$ cat src/rtl/antic_pkg.sv
// Shared constants and helpers for the ANTIC DMA slot scheduler.
// Covers slot cycle numbers, playfield windows, grant bit indices and DMACTL fields.
package antic_pkg;

  localparam int unsigned H_W   = 7;
  localparam int unsigned V_W   = 9;
  localparam int unsigned GNT_W = 6;

  // Fixed DMA slot positions within a scanline
  localparam int unsigned MIS_CYC   = 0;
  localparam int unsigned DL_CYC    = 1;
  localparam int unsigned PL_FIRST  = 2;
  localparam int unsigned PL_LAST   = 5;
  localparam int unsigned LMS_FIRST = 6;
  localparam int unsigned LMS_LAST  = 7;
  localparam int unsigned VBI_CYC   = 7;
  localparam int unsigned REF_FIRST = 25;
  localparam int unsigned REF_STEP  = 4;
  localparam int unsigned REF_COUNT = 9;
  localparam int unsigned REF_LAST  = REF_FIRST + REF_STEP * (REF_COUNT - 1);

  // Playfield fetch windows per width code
  localparam int unsigned PF_NARROW_LO = 28;
  localparam int unsigned PF_NARROW_HI = 91;
  localparam int unsigned PF_NORMAL_LO = 20;
  localparam int unsigned PF_NORMAL_HI = 99;
  localparam int unsigned PF_WIDE_LO   = 16;
  localparam int unsigned PF_WIDE_HI   = 103;

  // Grant vector bit positions: {ref, pf, lms, pl, dl, mis}
  localparam int unsigned GNT_MIS = 0;
  localparam int unsigned GNT_DL  = 1;
  localparam int unsigned GNT_PL  = 2;
  localparam int unsigned GNT_LMS = 3;
  localparam int unsigned GNT_PF  = 4;
  localparam int unsigned GNT_REF = 5;

  // DMACTL field positions
  localparam int unsigned DMA_PFW_LSB = 0;
  localparam int unsigned DMA_PFW_MSB = 1;
  localparam int unsigned DMA_MIS     = 2;
  localparam int unsigned DMA_PL      = 3;
  localparam int unsigned DMA_DL      = 5;

  typedef enum logic [1:0] {
    PFW_OFF    = 2'b00,
    PFW_NARROW = 2'b01,
    PFW_NORMAL = 2'b10,
    PFW_WIDE   = 2'b11
  } pf_width_e;

  typedef enum logic [1:0] {
    PFR_8 = 2'b00,
    PFR_4 = 2'b01,
    PFR_2 = 2'b10,
    PFR_1 = 2'b11
  } pf_rate_e;

  typedef struct packed {
    logic           en;
    logic [H_W-1:0] lo;
    logic [H_W-1:0] hi;
  } pf_window_t;

  function automatic pf_window_t pf_window(input pf_width_e width);
    pf_window_t w;
    w = '0;
    case (width)
      PFW_NARROW: begin w.en = 1'b1; w.lo = H_W'(PF_NARROW_LO); w.hi = H_W'(PF_NARROW_HI); end
      PFW_NORMAL: begin w.en = 1'b1; w.lo = H_W'(PF_NORMAL_LO); w.hi = H_W'(PF_NORMAL_HI); end
      PFW_WIDE:   begin w.en = 1'b1; w.lo = H_W'(PF_WIDE_LO);   w.hi = H_W'(PF_WIDE_HI);   end
      default:    w = '0;
    endcase
    return w;
  endfunction

  // Low offset bits that must be zero for a fetch at the given interval
  function automatic logic [H_W-1:0] pf_mask(input pf_rate_e rate);
    logic [H_W-1:0] m;
    case (rate)
      PFR_8:   m = H_W'(7);
      PFR_4:   m = H_W'(3);
      PFR_2:   m = H_W'(1);
      default: m = '0;
    endcase
    return m;
  endfunction

endpackage

$ cat src/rtl/antic_beam_counter.sv
// Horizontal cycle / vertical line counters and the frame timing strobes derived from them.
module antic_beam_counter
  import antic_pkg::*;
#(
  parameter int unsigned H_CYCLES  = 114,
  parameter int unsigned V_LINES   = 262,
  parameter int unsigned ACT_FIRST = 8,
  parameter int unsigned ACT_LAST  = 247
) (
  input  logic           phi2,
  input  logic           rst_L,
  output logic [H_W-1:0] hcount,
  output logic [7:0]     vcount,
  output logic           line_end,
  output logic           line_start,
  output logic           vblank,
  output logic           vbi_start
);

  logic [V_W-1:0] vline;

  always_ff @(posedge phi2 or negedge rst_L) begin
    if (!rst_L) begin
      hcount <= '0;
      vline  <= '0;
    end else if (line_end) begin
      hcount <= '0;
      vline  <= (vline == V_W'(V_LINES - 1)) ? '0 : vline + V_W'(1);
    end else begin
      hcount <= hcount + H_W'(1);
    end
  end

  assign line_end   = (hcount == H_W'(H_CYCLES - 1));
  assign line_start = (hcount == '0);
  assign vblank     = (vline < V_W'(ACT_FIRST)) || (vline > V_W'(ACT_LAST));
  assign vbi_start  = (vline == V_W'(ACT_LAST + 1)) && (hcount == H_W'(VBI_CYC));
  assign vcount     = vline[V_W-1:1];

endmodule

$ cat src/rtl/antic_dma_scheduler.sv
// ANTIC per-cycle DMA slot arbiter: fixed-priority grant decode, refresh deferral and WSYNC stall.
module antic_dma_scheduler
  import antic_pkg::*;
#(
  parameter int unsigned H_CYCLES  = 114,
  parameter int unsigned V_LINES   = 262,
  parameter int unsigned ACT_FIRST = 8,
  parameter int unsigned ACT_LAST  = 247,
  parameter int unsigned WSYNC_REL = 105
) (
  input  logic             phi2,
  input  logic             rst_L,
  input  logic [7:0]       DMACTL,
  input  logic             dl_req,
  input  logic             lms_req,
  input  logic             pf_req,
  input  logic [1:0]       pf_rate,
  input  logic             wsync_wr,
  output logic [GNT_W-1:0] gnt,
  output logic             halt_L,
  output logic             REF_L,
  output logic             RDY_L,
  output logic [H_W-1:0]   hcount,
  output logic [7:0]       VCOUNT,
  output logic             vblank,
  output logic             line_start,
  output logic             vbi_start
);

  logic             line_end;
  logic             ref_pend;
  logic             ref_pend_next;
  logic             wsync_stall;
  logic             wsync_stall_next;
  logic [GNT_W-1:0] gnt_dec;

  pf_window_t       win;
  logic [H_W-1:0]   pf_off;
  logic             mis_ok;
  logic             dl_ok;
  logic             pl_ok;
  logic             lms_ok;
  logic             pf_ok;
  logic             ref_slot;
  logic             dma_busy;
  logic             ref_take;

  antic_beam_counter #(
    .H_CYCLES  (H_CYCLES),
    .V_LINES   (V_LINES),
    .ACT_FIRST (ACT_FIRST),
    .ACT_LAST  (ACT_LAST)
  ) u_beam (
    .phi2       (phi2),
    .rst_L      (rst_L),
    .hcount     (hcount),
    .vcount     (VCOUNT),
    .line_end   (line_end),
    .line_start (line_start),
    .vblank     (vblank),
    .vbi_start  (vbi_start)
  );

  // Zero-latency slot decode; earlier terms in the if-chain win
  always_comb begin
    win      = pf_window(pf_width_e'(DMACTL[DMA_PFW_MSB:DMA_PFW_LSB]));
    pf_off   = hcount - win.lo;
    mis_ok   = !vblank && DMACTL[DMA_MIS] && (hcount == H_W'(MIS_CYC));
    dl_ok    = !vblank && DMACTL[DMA_DL] && dl_req && (hcount == H_W'(DL_CYC));
    pl_ok    = !vblank && DMACTL[DMA_PL]
               && (hcount >= H_W'(PL_FIRST)) && (hcount <= H_W'(PL_LAST));
    lms_ok   = !vblank && DMACTL[DMA_DL] && lms_req
               && (hcount >= H_W'(LMS_FIRST)) && (hcount <= H_W'(LMS_LAST));
    pf_ok    = !vblank && pf_req && win.en
               && (hcount >= win.lo) && (hcount <= win.hi)
               && ((pf_off & pf_mask(pf_rate_e'(pf_rate))) == '0);
    ref_slot = (hcount >= H_W'(REF_FIRST)) && (hcount <= H_W'(REF_LAST))
               && (((hcount - H_W'(REF_FIRST)) % H_W'(REF_STEP)) == '0);
    dma_busy = mis_ok || dl_ok || pl_ok || lms_ok || pf_ok;
    // A deferred refresh rides on the first otherwise idle cycle
    ref_take = !dma_busy && (ref_slot || ref_pend);

    gnt_dec = '0;
    if (mis_ok)        gnt_dec[GNT_MIS] = 1'b1;
    else if (dl_ok)    gnt_dec[GNT_DL]  = 1'b1;
    else if (pl_ok)    gnt_dec[GNT_PL]  = 1'b1;
    else if (lms_ok)   gnt_dec[GNT_LMS] = 1'b1;
    else if (pf_ok)    gnt_dec[GNT_PF]  = 1'b1;
    else if (ref_take) gnt_dec[GNT_REF] = 1'b1;
  end

  // Refresh deferral and WSYNC stall next-state
  always_comb begin
    ref_pend_next    = ref_pend;
    wsync_stall_next = wsync_stall;

    if (line_end)                  ref_pend_next = 1'b0;
    else if (ref_slot && dma_busy) ref_pend_next = 1'b1;
    else if (ref_take)             ref_pend_next = 1'b0;

    if (wsync_stall) wsync_stall_next = (hcount != H_W'(WSYNC_REL - 1));
    else             wsync_stall_next = wsync_wr;
  end

  always_ff @(posedge phi2 or negedge rst_L) begin
    if (!rst_L) begin
      ref_pend    <= 1'b0;
      wsync_stall <= 1'b0;
    end else begin
      ref_pend    <= ref_pend_next;
      wsync_stall <= wsync_stall_next;
    end
  end

  assign gnt    = rst_L ? gnt_dec : '0;
  assign halt_L = ~|gnt;
  assign REF_L  = ~gnt[GNT_REF];
  assign RDY_L  = ~wsync_stall;

endmodule

$ cat config.mk
export PLATFORM = sky130hd
export DESIGN_NAME = antic_dma_scheduler
export DESIGN_NICKNAME = d
export VERILOG_FILES = /design/src/rtl/antic_pkg.sv /design/src/rtl/antic_beam_counter.sv /design/src/rtl/antic_dma_scheduler.sv
export SDC_FILE = /design/constraint.sdc
export NUM_CORES = 1
export LEC_CHECK = 0
export CAP_MARGIN = 20
export CORE_ASPECT_RATIO = 1.1
export CORE_MARGIN = 8
export CORE_UTILIZATION = 35
export DETAILED_ROUTE_END_ITERATION = 10
export PLACE_DENSITY = 0.67
export SLEW_MARGIN = 40
export SYNTH_ARGS = -nofsm -noshare
export SYNTH_HDL_FRONTEND = slang
export SYNTH_SLANG_ARGS = --single-unit
$ cat constraint.sdc
create_clock -name phi2 -period 6.4 [get_ports phi2]
set_input_delay 1.6 -clock phi2 [delete_from_list [all_inputs] [get_ports phi2]]
set_output_delay 1.6 -clock phi2 [all_outputs]
set_load 0.02 [all_outputs]
=== Word-level counts from Yosys, hierarchy flattened ===
Index checks and enable logic that the tools add are counted.

* $add $sub $neg: 4
* Order comparisons: 10
* Eq/ne operators: 11
* Muxes and demuxes: 20
* Bitwise logic cells: 3
* Reduce and logical (&&, ||, !) cells: 36

{| class="wikitable"
|+ Operators with widths
! operator !! count
|-
| case mux 15 bit (3 select lines) || 1
|-
| logical AND 1 bit || 21
|-
| zero test 7 bit || 3
|-
| less-or-equal comparator 7 x 3 -> 1 bit (second input constant) || 2
|-
| 2-to-1 mux 1 bit || 11
|-
| adder 9 x 1 -> 9 bit (second input constant) || 1
|-
| == test 9 x 8 -> 1 bit (second input constant) || 1
|-
| == test 9 bit (second input constant) || 1
|-
| greater-than comparator 9 x 8 -> 1 bit (second input constant) || 1
|-
| < comparator 9 x 4 -> 1 bit (second input constant) || 1
|-
| 2-to-1 mux 9 bit || 1
|-
| case mux 3 bit (3 select lines) || 1
|-
| adder 7 x 1 -> 7 bit (second input constant) || 1
|-
| bitwise AND 7 bit || 1
|-
| == test 7 x 1 -> 1 bit (second input constant) || 1
|-
| == test 7 x 3 -> 1 bit (second input constant) || 1
|-
| == test 7 bit (second input constant) || 1
|-
| >= comparator 7 x 2 -> 1 bit (second input constant) || 1
|-
| >= comparator 7 x 3 -> 1 bit (second input constant) || 1
|-
| >= comparator 7 x 5 -> 1 bit (second input constant) || 1
|-
| >= comparator 7 bit || 1
|-
| less-or-equal comparator 7 x 6 -> 1 bit (second input constant) || 1
|-
| less-or-equal comparator 7 bit || 1
|-
| 2-to-1 mux 7 bit || 1
|-
| 16 further kinds || 27
|}

* Register bits after elaboration: 18
* Bits of input ports: 16
* Output and inout bits: 27
* Logic and storage cells: 88

=== Logic depth before layout (Yosys ltp) ===
Gate-level depths: netlist (run 1).

* Depth after elaboration: 21
* Depth in mapped cells: 9
* Mapped depth without buffers: 9

=== By module ===
From an unflattened synthesis (run 1), not the netlist that was laid out.

* Cells, all modules: 203
* Area, all modules: 1,751.7 µm²

{| class="wikitable"
|+ By module, submodules not included
! module !! instances !! cells an instance !! area an instance (µm²) !! seq. area each (µm²)
|-
| antic_beam_counter || 1 || 110 || 1,064.8 || 400.4
|-
| antic_dma_scheduler || 1 || 93 || 686.9 || 50.0
|}

=== Worst setup path after synthesis (run 1) ===
No wires, ideal clock.

* Path type: in2out
* Start point: input port DMACTL[0]
* End point: output port gnt[4]
* Data arrival time: 3,578 ps
* Required time: 4,800 ps
* Setup slack: 1,222 ps
* Stages on the path: 8
* Buffers on the path: 0
* Cell sequence: inv_1 > ha_1 > ha_1 > nor4bb_1 > o31ai_1 > a2111oi_4 > nand2_1 > nor3_1

* Cells in the longest elaborated chain, start to end: 12
* Elaborated cells between the ends (all ways): 19
* Those cells by class: add/sub: 1; order compare: 2; eq/ne: 3; mux: 7; bitwise: 1; reduce/logical: 5

{| class="wikitable"
|+ RTL lines
! item !! RTL line !! source
|-
| start: declaration || antic_dma_scheduler.sv:13 || <nowiki>input logic [7:0] DMACTL,</nowiki>
|-
| == test 2 bit / == test 2 x 1 -> 1 bit (equally long branches) || antic_pkg.sv:68 || <nowiki>case (width)</nowiki>
|-
| case mux 15 bit (3 select lines) * || antic_pkg.sv:68 ||
|-
| subtractor 7 bit, or another cell as far along || antic_dma_scheduler.sv:67 || <nowiki>pf_off = hcount - win.lo;</nowiki>
|-
| bitwise AND 7 bit / logical AND 1 bit (equally long branches) || antic_dma_scheduler.sv:76, antic_dma_scheduler.sv:75 ||
|-
| zero test 7 bit / logical AND 1 bit (equally long branches) || antic_dma_scheduler.sv:76, antic_dma_scheduler.sv:75 ||
|-
| logical AND 1 bit * || antic_dma_scheduler.sv:76 || <nowiki>&& ((pf_off & pf_mask(pf_rate_e'(pf_rate))) == '0);</nowiki>
|-
| 2-to-1 mux 1 bit * || antic_dma_scheduler.sv:88 || <nowiki>else if (pf_ok) gnt_dec[GNT_PF] = 1'b1;</nowiki>
|-
| 2-to-1 mux 2 bit * || antic_dma_scheduler.sv:87 || <nowiki>else if (lms_ok) gnt_dec[GNT_LMS] = 1'b1;</nowiki>
|-
| 2-to-1 mux 3 bit * || antic_dma_scheduler.sv:86 || <nowiki>else if (pl_ok) gnt_dec[GNT_PL] = 1'b1;</nowiki>
|-
| 2-to-1 mux 4 bit * || antic_dma_scheduler.sv:85 || <nowiki>else if (dl_ok) gnt_dec[GNT_DL] = 1'b1;</nowiki>
|-
| 2-to-1 mux 5 bit * || antic_dma_scheduler.sv:84 || <nowiki>if (mis_ok) gnt_dec[GNT_MIS] = 1'b1;</nowiki>
|-
| 2-to-1 mux 6 bit * || antic_dma_scheduler.sv:115 || <nowiki>assign gnt = rst_L ? gnt_dec : '0;</nowiki>
|-
| end: declaration || antic_dma_scheduler.sv:19 || <nowiki>output logic [GNT_W-1:0] gnt,</nowiki>
|}

Mark *: on every way between the ends. The rest lies on a longest branch, timed or not.

=== Final worst setup path (run 1) ===
Ends and elaborated chain as after synthesis.

==> run summary, run 1 <==
Largest net degree at the start of global routing: 22
Via-to-Cell Ratio: 5.26
Fill cell count: 459
Worst setup EP type: primary output
Routed WL: 3.88 mm
Layout cells sized above 1: 9.77%
Fmax: 162 MHz
Total gr overflow: 0
Crit-path leading delay family: buffers and inverters
Max H-tree Level: 1
Initial Util: 35.9%
Crit path max fanout: 3
Final worst slack: 234 ps
Slowest Stage Delay on Critical Path: 630 ps
Top_reg_cell synth: dfrtp_1
I/O pin total: 43
CTS buffer count: 3
Clk_lat worst skew: 250 ps
Area Growth Syn to Fin: 25.8%
Post-layout util: 45.2%
Slew @ Worst Pin: 602 ps
Setup Buffers After CTS: 0
Critical path's slowest cell: clkdlybuf4s50_1
Pre-antenna DRT Iters: 5
Warnings, synthesis: 0
Fin crit share: 96.3%
P_leak: 0.839 nW
PD cells: 111 nW/um2
# port buffers: 39
Final min period: 6170 ps
Synth Area in Compound Gates: 17.2%
Post-route DRC: 0
Die area: 7200 um2
Reg2Reg Depth: 7
CTS root buf: clkbuf_8
Cell total after placement: 267
Levels on crit path: 10
Vias in the first global route: 1425
Largest family of logic cells by synthesized area: simple AND/OR/NAND/NOR gates
CP required: 4800 ps
Synthesized netlist cell count: 184
Post-cts sizing count: 0
Critical path cell sequence: clkdlybuf4s50_1, inv_1, ha_1, ha_1, nor4bb_1, o31ai_1, a2111oi_4, nand2_1, nor3_1, clkdlybuf4s50_1
Post-Synth Simple-Gate Area: 26.2%
Netlist cell types: 45
XOR/XNOR Fraction of Synth Area: 4.75%
Final Skew: 2.96 ps
Syn Nets: 220
Min-Delay Path Class: reg2reg
Max-Cap Viols: 0
Die Span X: 81.6 um
CTS Hold Bufs: 0
Diodes inserted: 0
Synth Area in Adders: 15.1%
Asr flop ratio synth: 100%
Hold Fails Final Rpt: 0
Unrepaired setup endpoints after global routing: false
Iter 0 DRT Violations: 43
Syn avg cell area: 9.02 um2
Vias post-DR: 1426
Status: complete, no violations
Mux cell area share after synthesis: 0%
GRT Overall Usage: 11.1%
CTS tree: yes
Placement Setup Slack: 211 ps
Setup TNS: 0 ps
Fin nets: 252
Antenna violations before repair: 0
Critical Path AT: 4570 ps
# clock sinks: 18
Gpl congestion: 0.805
Detail Route Antenna Nets: 0
Rows: 26
Core area: 4620 um2
Largest vdd supply drop: 140 uV
Register area share after synthesis: 27.1%
Post-synth EDFFs: 0
WP buf/inv: 3
Synthesis-stage register bit count: 18
Clk buf depth: 2
Startpoint Class: primary input
Final setup violation count: 0
Hold WS: 520 ps
Global-route wire length before repair: 6.46 mm
Worst Hold Path Cells: 1
Clock Pin Slew Worst Setup and Hold Paths: 60 ps
Setup CP Type: in2out
Rel. slew slack: 59.8%
Routed length per instance: 14.3 um
Final cell count without fillers: 271
Max-slew violations: 0
Mapped cell area: 1660 um2
Die Span Y: 88.2 um
DP Wirelength: 3.04 mm
## layout make-up
type / count / area (um2) / area share [%]
clock buffer: 4 / 55.1 / 2.64
sequential: 18 / 450 / 21.6
timing repair buffer: 41 / 405 / 19.4
multi-input combinational: 137 / 1050 / 50.3
tap: 56 / 70.1 / 3.36
inverter: 15 / 56.3 / 2.70
## cells in the mapped netlist (2+ instances only)
cell | count | share of area, %
a21o_1 | 2 | 0.90
a21oi_1 | 6 | 1.8
a41oi_1 | 2 | 1.1
and3_1 | 5 | 1.9
buf_2 | 4 | 1.2
buf_4 | 8 | 3.6
buf_6 | 2 | 1.4
dfrtp_1 | 18 | 27
ha_1 | 20 | 15
inv_1 | 15 | 3.4
nand2_1 | 12 | 2.7
nand3_1 | 9 | 2.7
nand4_1 | 7 | 2.6
nor2_1 | 13 | 2.9
nor2b_1 | 4 | 1.5
nor3_1 | 6 | 1.8
nor4_1 | 2 | 0.75
o21ai_0 | 7 | 2.1
o21bai_1 | 2 | 0.90
o22ai_1 | 2 | 0.75
o31ai_1 | 3 | 1.4
or2_2 | 3 | 1.1
or3_1 | 2 | 0.75
or4_4 | 2 | 1.4
xnor2_1 | 6 | 3.2
xor2_1 | 3 | 1.6
## report_power, final
group	leakage [nW]	total [mW]	switching, mW	internal (mW)
Sequential	0.232	0.114	0.00000000000000000933	0.114
Combinational	0.578	0.0288	0.0139	0.0149
Clock	0.0288	0.0898	0.0353	0.0546
Total	0.839	0.232	0.0492	0.183
## stage by stage
stage          total power [mW]  instance area, um2
3_5_place_dp              0.145                2030
4_1_cts                   0.237                2090
6_report                  0.232                2090
2_1_floorplan             0.130                1660
5_1_grt                   0.243                2090
3_3_place_gp              0.145                2030
## path summary, 6_finish.rpt
kind | start | to | slack, ps
setup / recovery | DMACTL[0] | gnt[4] | 230
hold / removal | wsync_stall$_DFF_PN0_ | wsync_stall$_DFF_PN0_ | 520
setup reg to reg | u_beam.hcount[2]$_DFF_PN0_ | ref_pend$_DFFE_PN0P_ | 3960
hold reg to reg | wsync_stall$_DFF_PN0_ | wsync_stall$_DFF_PN0_ | 520
max in group asynchronous | rst_L | wsync_stall$_DFF_PN0_ | 4520
min in group asynchronous | rst_L | u_beam.vline[4]$_DFFE_PN0N_ | 1680
## metal layers
| layer | part of all wire (%) | global-route usage [%] | vias up |
|---|---|---|---|
| met5 | 0 | 0 | - |
| met4 | 0.54 | 3.19 | 0 |
| met3 | 6.8 | 2.24 | 4 |
| met2 | 46 | 19.2 | 37 |
| met1 | 47 | 13.4 | 668 |
| li1 | - | - | 717 |
## cell usage in the layout (no fill, tap or decap), types with 7 or more instances in the layout
master	instances
ha_1	20
clkdlybuf4s50_1	39
dfrtp_1	18
nand2_1	12
inv_1	15
nor2_1	13
o21ai_0	7
nand4_1	7
nand3_1	9
## sequential cells by signal, indices dropped and copies added, names as in the netlist
register and cells:
wsync_stall 1, ref_pend 1, u_beam.vline 9, u_beam.hcount 7
## cell families (layout without fill, tap and decap cells)
kind of cell / count (synthesis) / in the layout
AOI/OAI and AO/OA: 34 / 34
and+or+nand+nor: 74 / 74
adders and majority gates: 20 / 20
xor gates and xnor gates: 9 / 9
DFF: 18 / 18
buffers and inverters: 29 / 60
No activity file was read; power rests on OpenSTA's default activity.
==> inputs of run 2 (changes only) <==
--- a/constraint.sdc
+++ b/constraint.sdc
@@ -3,2 +3,2 @@
 set_output_delay 1.6 -clock phi2 [all_outputs]
-set_load 0.02 [all_outputs]
+set_load 0.005 [all_outputs]
==> run summary, run 2 (synthesis results as in run 1) <==
Fin crit share: 94.8% (-1.5 points)
Routed length per instance: 14.9 um (+4.4%)
Max-slew violations: 0 (unchanged)
Final setup violation count: 0 (unchanged)
Largest vdd supply drop: 113 uV (-19%)
# port buffers: 39 (unchanged)
Top reg by flops: u_beam.vline
CP required: 4800 ps (about the same)
Post-cts sizing count: 0 (unchanged)
Fill cell count: 461 (+0.44%)
Critical path's slowest cell: clkdlybuf4s50_1
DP Wirelength: 3.12 mm (+2.6%)
Initial Util: 35.9% (unchanged)
GRT Overall Usage: 11.5% (+0.45 points)
Iter 0 DRT Violations: 64 (+49%)
Fmax: 165 MHz (+1.6%)
Clk buf depth: 2 (unchanged)
CTS buffer count: 3 (unchanged)
Vias in the first global route: 1488 (+4.4%)
Die area: 7200 um2 (unchanged)
Commonest non-fill, non-tap cell in the layout: clkdlybuf4s50_1
Area Growth Syn to Fin: 25.8% (unchanged)
Fin nets: 252 (unchanged)
Setup CP Type: in2out
Clock Pin Slew Worst Setup and Hold Paths: 60 ps (about the same)
Pre-antenna DRT Iters: 4 (-1)
Vias post-DR: 1437 (+0.77%)
Hold WS: 518 ps (-1.63 ps)
Max-Cap Viols: 0 (unchanged)
Largest regs: u_beam.vline (9), u_beam.hcount (7)
CTS tree: yes
Setup TNS: 0 ps (unchanged)
Clk_lat worst skew: 250 ps (about the same)
Final min period: 6070 ps (-98.8 ps)
Critical path cell sequence: clkdlybuf4s50_1, inv_1, ha_1, ha_1, nor4bb_1, o31ai_1, a2111oi_4, nand2_1, nor3_1, clkdlybuf4s50_1
Rel. slew slack: 60.2% (+0.36 points)
Final Skew: 4.05 ps (+1.09 ps)
Slowest Stage Delay on Critical Path: 530 ps (-100 ps)
Slew @ Worst Pin: 597 ps (-5.41 ps)
Die Span Y: 88.2 um (unchanged)
Final cell count without fillers: 271 (unchanged)
CTS Hold Bufs: 0 (unchanged)
Die Span X: 81.6 um (unchanged)
Global-route wire length before repair: 6.76 mm (+4.6%)
Core area: 4620 um2 (unchanged)
Post-route DRC: 0 (unchanged)
Status: complete, no violations
Commonest cells after routing, fill and taps aside: 39 x clkdlybuf4s50_1, 20 x ha_1, 18 x dfrtp_1, 15 x inv_1, 13 x nor2_1
Worst setup EP type: primary output
Max FFs per register: 9 (unchanged)
Routed WL: 4.05 mm (+4.4%)
PD cells: 112 nW/um2 (+0.30%)
Critical Path AT: 4470 ps (-100 ps)
CTS root buf: clkbuf_8
Largest net degree at the start of global routing: 22 (unchanged)
Unrepaired setup endpoints after global routing: false
Layout cells sized above 1: 9.77% (unchanged)
Cell total after placement: 267 (unchanged)
Antenna violations before repair: 0 (unchanged)
Total gr overflow: 0 (unchanged)
Crit path max fanout: 3 (unchanged)
Detail Route Antenna Nets: 0 (unchanged)
Max H-tree Level: 1 (unchanged)
Diodes inserted: 0 (unchanged)
# clock sinks: 18 (unchanged)
P_leak: 0.839 nW (unchanged)
Hold Fails Final Rpt: 0 (unchanged)
Min-Delay Path Class: reg2reg
Gpl congestion: 0.805 (about the same)
Startpoint Class: primary input
I/O pin total: 43 (unchanged)
Rows: 26 (unchanged)
Via-to-Cell Ratio: 5.30 (+0.77%)
Setup Buffers After CTS: 0 (unchanged)
==> run 2: worst paths after layout <==
path	startpoint	to	slack [ps]	depth (start not counted)
worst max-delay path	DMACTL[0]	gnt[4]	330	10
worst min-delay path	wsync_stall$_DFF_PN0_	wsync_stall$_DFF_PN0_	520	1
worst max register to register	u_beam.hcount[2]$_DFF_PN0_	ref_pend$_DFFE_PN0P_	3980	7
worst min register to register	wsync_stall$_DFF_PN0_	wsync_stall$_DFF_PN0_	520	1
max in group asynchronous	rst_L	u_beam.vline[2]$_DFFE_PN0N_	4510	2
min in group asynchronous	rst_L	u_beam.vline[6]$_DFFE_PN0N_	1680	2
==> run 2: cell type report <==
class / count / area (um2) / area share [%]
tap: 56 / 70.1 / 3.36
timing repair buffer: 41 / 405 / 19.4
inverter: 15 / 56.3 / 2.70
sequential: 18 / 450 / 21.6
clock buffer: 4 / 55.1 / 2.64
multi-input combinational: 137 / 1050 / 50.3
==> run 2: power breakdown <==
part / internal [mW] / switching [mW] / leakage [nW]
sequential: 0.114 / 0.00000000000000000986 / 0.232
clock: 0.0546 / 0.0368 / 0.0288
combinational: 0.0149 / 0.0131 / 0.578
total: 0.183 / 0.0499 / 0.839
==> run 2: layer usage <==
layer	GRT usage (%)	part of all wire [%]
met3	2.13	6.4
met4	3.83	1.5
met2	19.7	46
met1	14.0	46
met5	0	0
==> run 2: through the flow <==
stage	area [um2]	setup WS, ps	power, mW	util (%)
6_report	2090	333	0.233	45.2
5_1_grt	2090	156	0.243	45.2
4_1_cts	2090	309	0.237	45.2
3_5_place_dp	2030	311	0.144	44.0
3_3_place_gp	2030	336	0.144	44.0
2_1_floorplan	1660	1520	0.128	-
==> run 2: critical path: cells and delay by family <==
kind	cells	cell delay [ps]
buffers and inverters	3	1120
adders and majority gates	2	590
and+or+nand+nor	3	600
AOI/OAI and AO/OA	2	560
==> inputs of run 3 (changes only) <==
==> constraint.sdc (replaced) <==
create_clock -name phi2 -period 6.4 [get_ports phi2]
set_input_delay 1.28 -clock phi2 [delete_from_list [all_inputs] [get_ports phi2]]
set_output_delay 1.28 -clock phi2 [all_outputs]
set_load 0.005 [all_outputs]
==> run summary, run 3 (synthesis results as in run 1) <==
Status: complete, no violations
Fmax: 185 MHz (+12%)
Pre-antenna DRT Iters: 4 (unchanged)
Setup CP Type: in2out
Worst setup EP type: primary output
Layout cells sized above 1: 9.35% (-0.42 points)
Slew @ Worst Pin: 609 ps (+11.8 ps)
Max-Cap Viols: 0 (unchanged)
Critical path's slowest cell: clkdlybuf4s50_1
CTS tree: yes
Routed WL: 3.97 mm (-2.0%)
PD cells: 105 nW/um2 (-6.2%)
Clock Pin Slew Worst Setup and Hold Paths: 60 ps (about the same)
Vias post-DR: 1445 (+0.56%)
Routed length per instance: 14.7 um (-1.6%)
GRT Overall Usage: 11.5% (-0.016 points)
Via-to-Cell Ratio: 5.35 (+0.93%)
Top reg by flops: u_beam.vline
Crit-path leading delay family: buffers and inverters
Final min period: 5410 ps (-660 ps)
Final Skew: 3.25 ps (-0.801 ps)
# clock sinks: 18 (unchanged)
Core area: 4620 um2 (unchanged)
Detail Route Antenna Nets: 0 (unchanged)
CTS root buf: clkbuf_8
Final setup violation count: 0 (unchanged)
Post-route DRC: 0 (unchanged)
Area Growth Syn to Fin: 25.0%
Total gr overflow: 0 (unchanged)
Setup TNS: 0 ps (unchanged)
Clk_lat worst skew: 250 ps (about the same)
CTS buffer count: 3 (unchanged)
CTS Hold Bufs: 0 (unchanged)
Startpoint Class: primary input
Rows: 26 (unchanged)
Vias in the first global route: 1447 (-2.8%)
Min-Delay Path Class: reg2reg
Unrepaired setup endpoints after global routing: false
Gpl congestion: 0.807 (+0.36%)
P_leak: 0.832 nW (-0.86%)
Largest net degree at the start of global routing: 22 (unchanged)
DP Wirelength: 3.11 mm (-0.42%)
Max FFs per register: 9 (unchanged)
CP required: 5120 ps (+320 ps)
Die area: 7200 um2 (unchanged)
Commonest non-fill, non-tap cell in the layout: clkdlybuf4s50_1
Hold WS: 524 ps (+5.24 ps)
WP buf/inv: 3 (unchanged)
# port buffers: 39 (unchanged)
Largest vdd supply drop: 115 uV (+1.1%)
Commonest cells after routing, fill and taps aside: 39 x clkdlybuf4s50_1, 20 x ha_1, 18 x dfrtp_1, 15 x inv_1, 13 x nor2_1
Global-route wire length before repair: 6.64 mm (-1.7%)
Die Span X: 81.6 um (unchanged)
Max-slew violations: 0 (unchanged)
Critical Path AT: 4130 ps (-340 ps)
Slowest Stage Delay on Critical Path: 530 ps (about the same)
Die Span Y: 88.2 um (unchanged)
Post-cts sizing count: 0 (unchanged)
Initial Util: 35.9% (unchanged)
Iter 0 DRT Violations: 44 (-31%)
Post-layout util: 44.9% (-0.30 points)
Fin crit share: 84.5% (-10 points)
Clk buf depth: 2 (unchanged)
Diodes inserted: 0 (unchanged)
Setup Buffers After CTS: 0 (unchanged)
Crit path max fanout: 3 (unchanged)
Fin nets: 252 (unchanged)
Largest regs: u_beam.vline (9), u_beam.hcount (7)
Antenna violations before repair: 0 (unchanged)
Critical path cell sequence: clkdlybuf4s50_1, inv_1, ha_1, ha_1, nor4bb_1, o31ai_1, a2111oi_4, nand2_1, nor3_1, clkdlybuf4s50_1
Hold Fails Final Rpt: 0 (unchanged)
Max H-tree Level: 1 (unchanged)
Rel. slew slack: 59.4% (-0.79 points)
I/O pin total: 43 (unchanged)
run 3: cell types whose count changed in the layout (fill, tap and decap cells not counted), sizes merged:
cell / before / now
clkbuf: 4 / 3
run 3: routing by layer:
metal	up-vias	track usage (%)	share of wire, %
met5	-	0	0
met4	0	3.83	1.1
met3	4	2.03	6.8
met2	36	19.9	47
met1	686	13.9	45
li1	719	-	-
run 3: final cells by class:
cell class	count	area, um2
tap	56	70.1
timing repair buffer	41	405
sequential	18	450
multi-input combinational	137	1050
inverter	15	56.3
clock buffer	3	41.3
fill	455	2550
run 3: worst reg2reg max path, stage by stage (launching register included):
cell,delay (ps)
dfrtp_1,530
inv_1,170
ha_1,250
nand4_1,220
nor2_1,500
buf_4,260
and3_1,190
nand4_1,120
xnor2_1,150
run 3: power breakdown:
group | internal, mW | switching (mW) | total, mW | leakage [nW]
registers | 0.114 | 0.00000000000000000989 | 0.114 | 0.232
clock network | 0.0417 | 0.0339 | 0.0756 | 0.0216
logic | 0.0150 | 0.0129 | 0.0279 | 0.578
total | 0.171 | 0.0468 | 0.217 | 0.832
run 3: worst paths after layout:
check / cells after the start / from / to / slack (ps)
min reg2reg: 1 / wsync_stall$_DFF_PN0_ / wsync_stall$_DFF_PN0_ / 520
max reg2reg: 8 / u_beam.hcount[1]$_DFF_PN0_ / u_beam.vline[6]$_DFFE_PN0N_ / 3880
max in group asynchronous: 2 / rst_L / u_beam.vline[3]$_DFFE_PN0N_ / 4830
min in group asynchronous: 2 / rst_L / u_beam.vline[4]$_DFFE_PN0N_ / 1360
max: 10 / DMACTL[0] / gnt[4] / 990
min: 1 / wsync_stall$_DFF_PN0_ / wsync_stall$_DFF_PN0_ / 520
run 3: per-stage QoR:
| step | cell area [um2] | worst slack [ps] | std cells | power (mW) |
|---|---|---|---|---|
| after floorplan | 1660 | 2160 | 184 | 0.128 |
| after global placement | 2030 | 971 | 267 | 0.144 |
| after detailed placement | 2030 | 944 | 267 | 0.144 |
| after CTS | 2070 | 937 | 270 | 0.222 |
| after global routing | 2070 | 832 | 270 | 0.229 |
| final | 2070 | 993 | 270 | 0.217 |
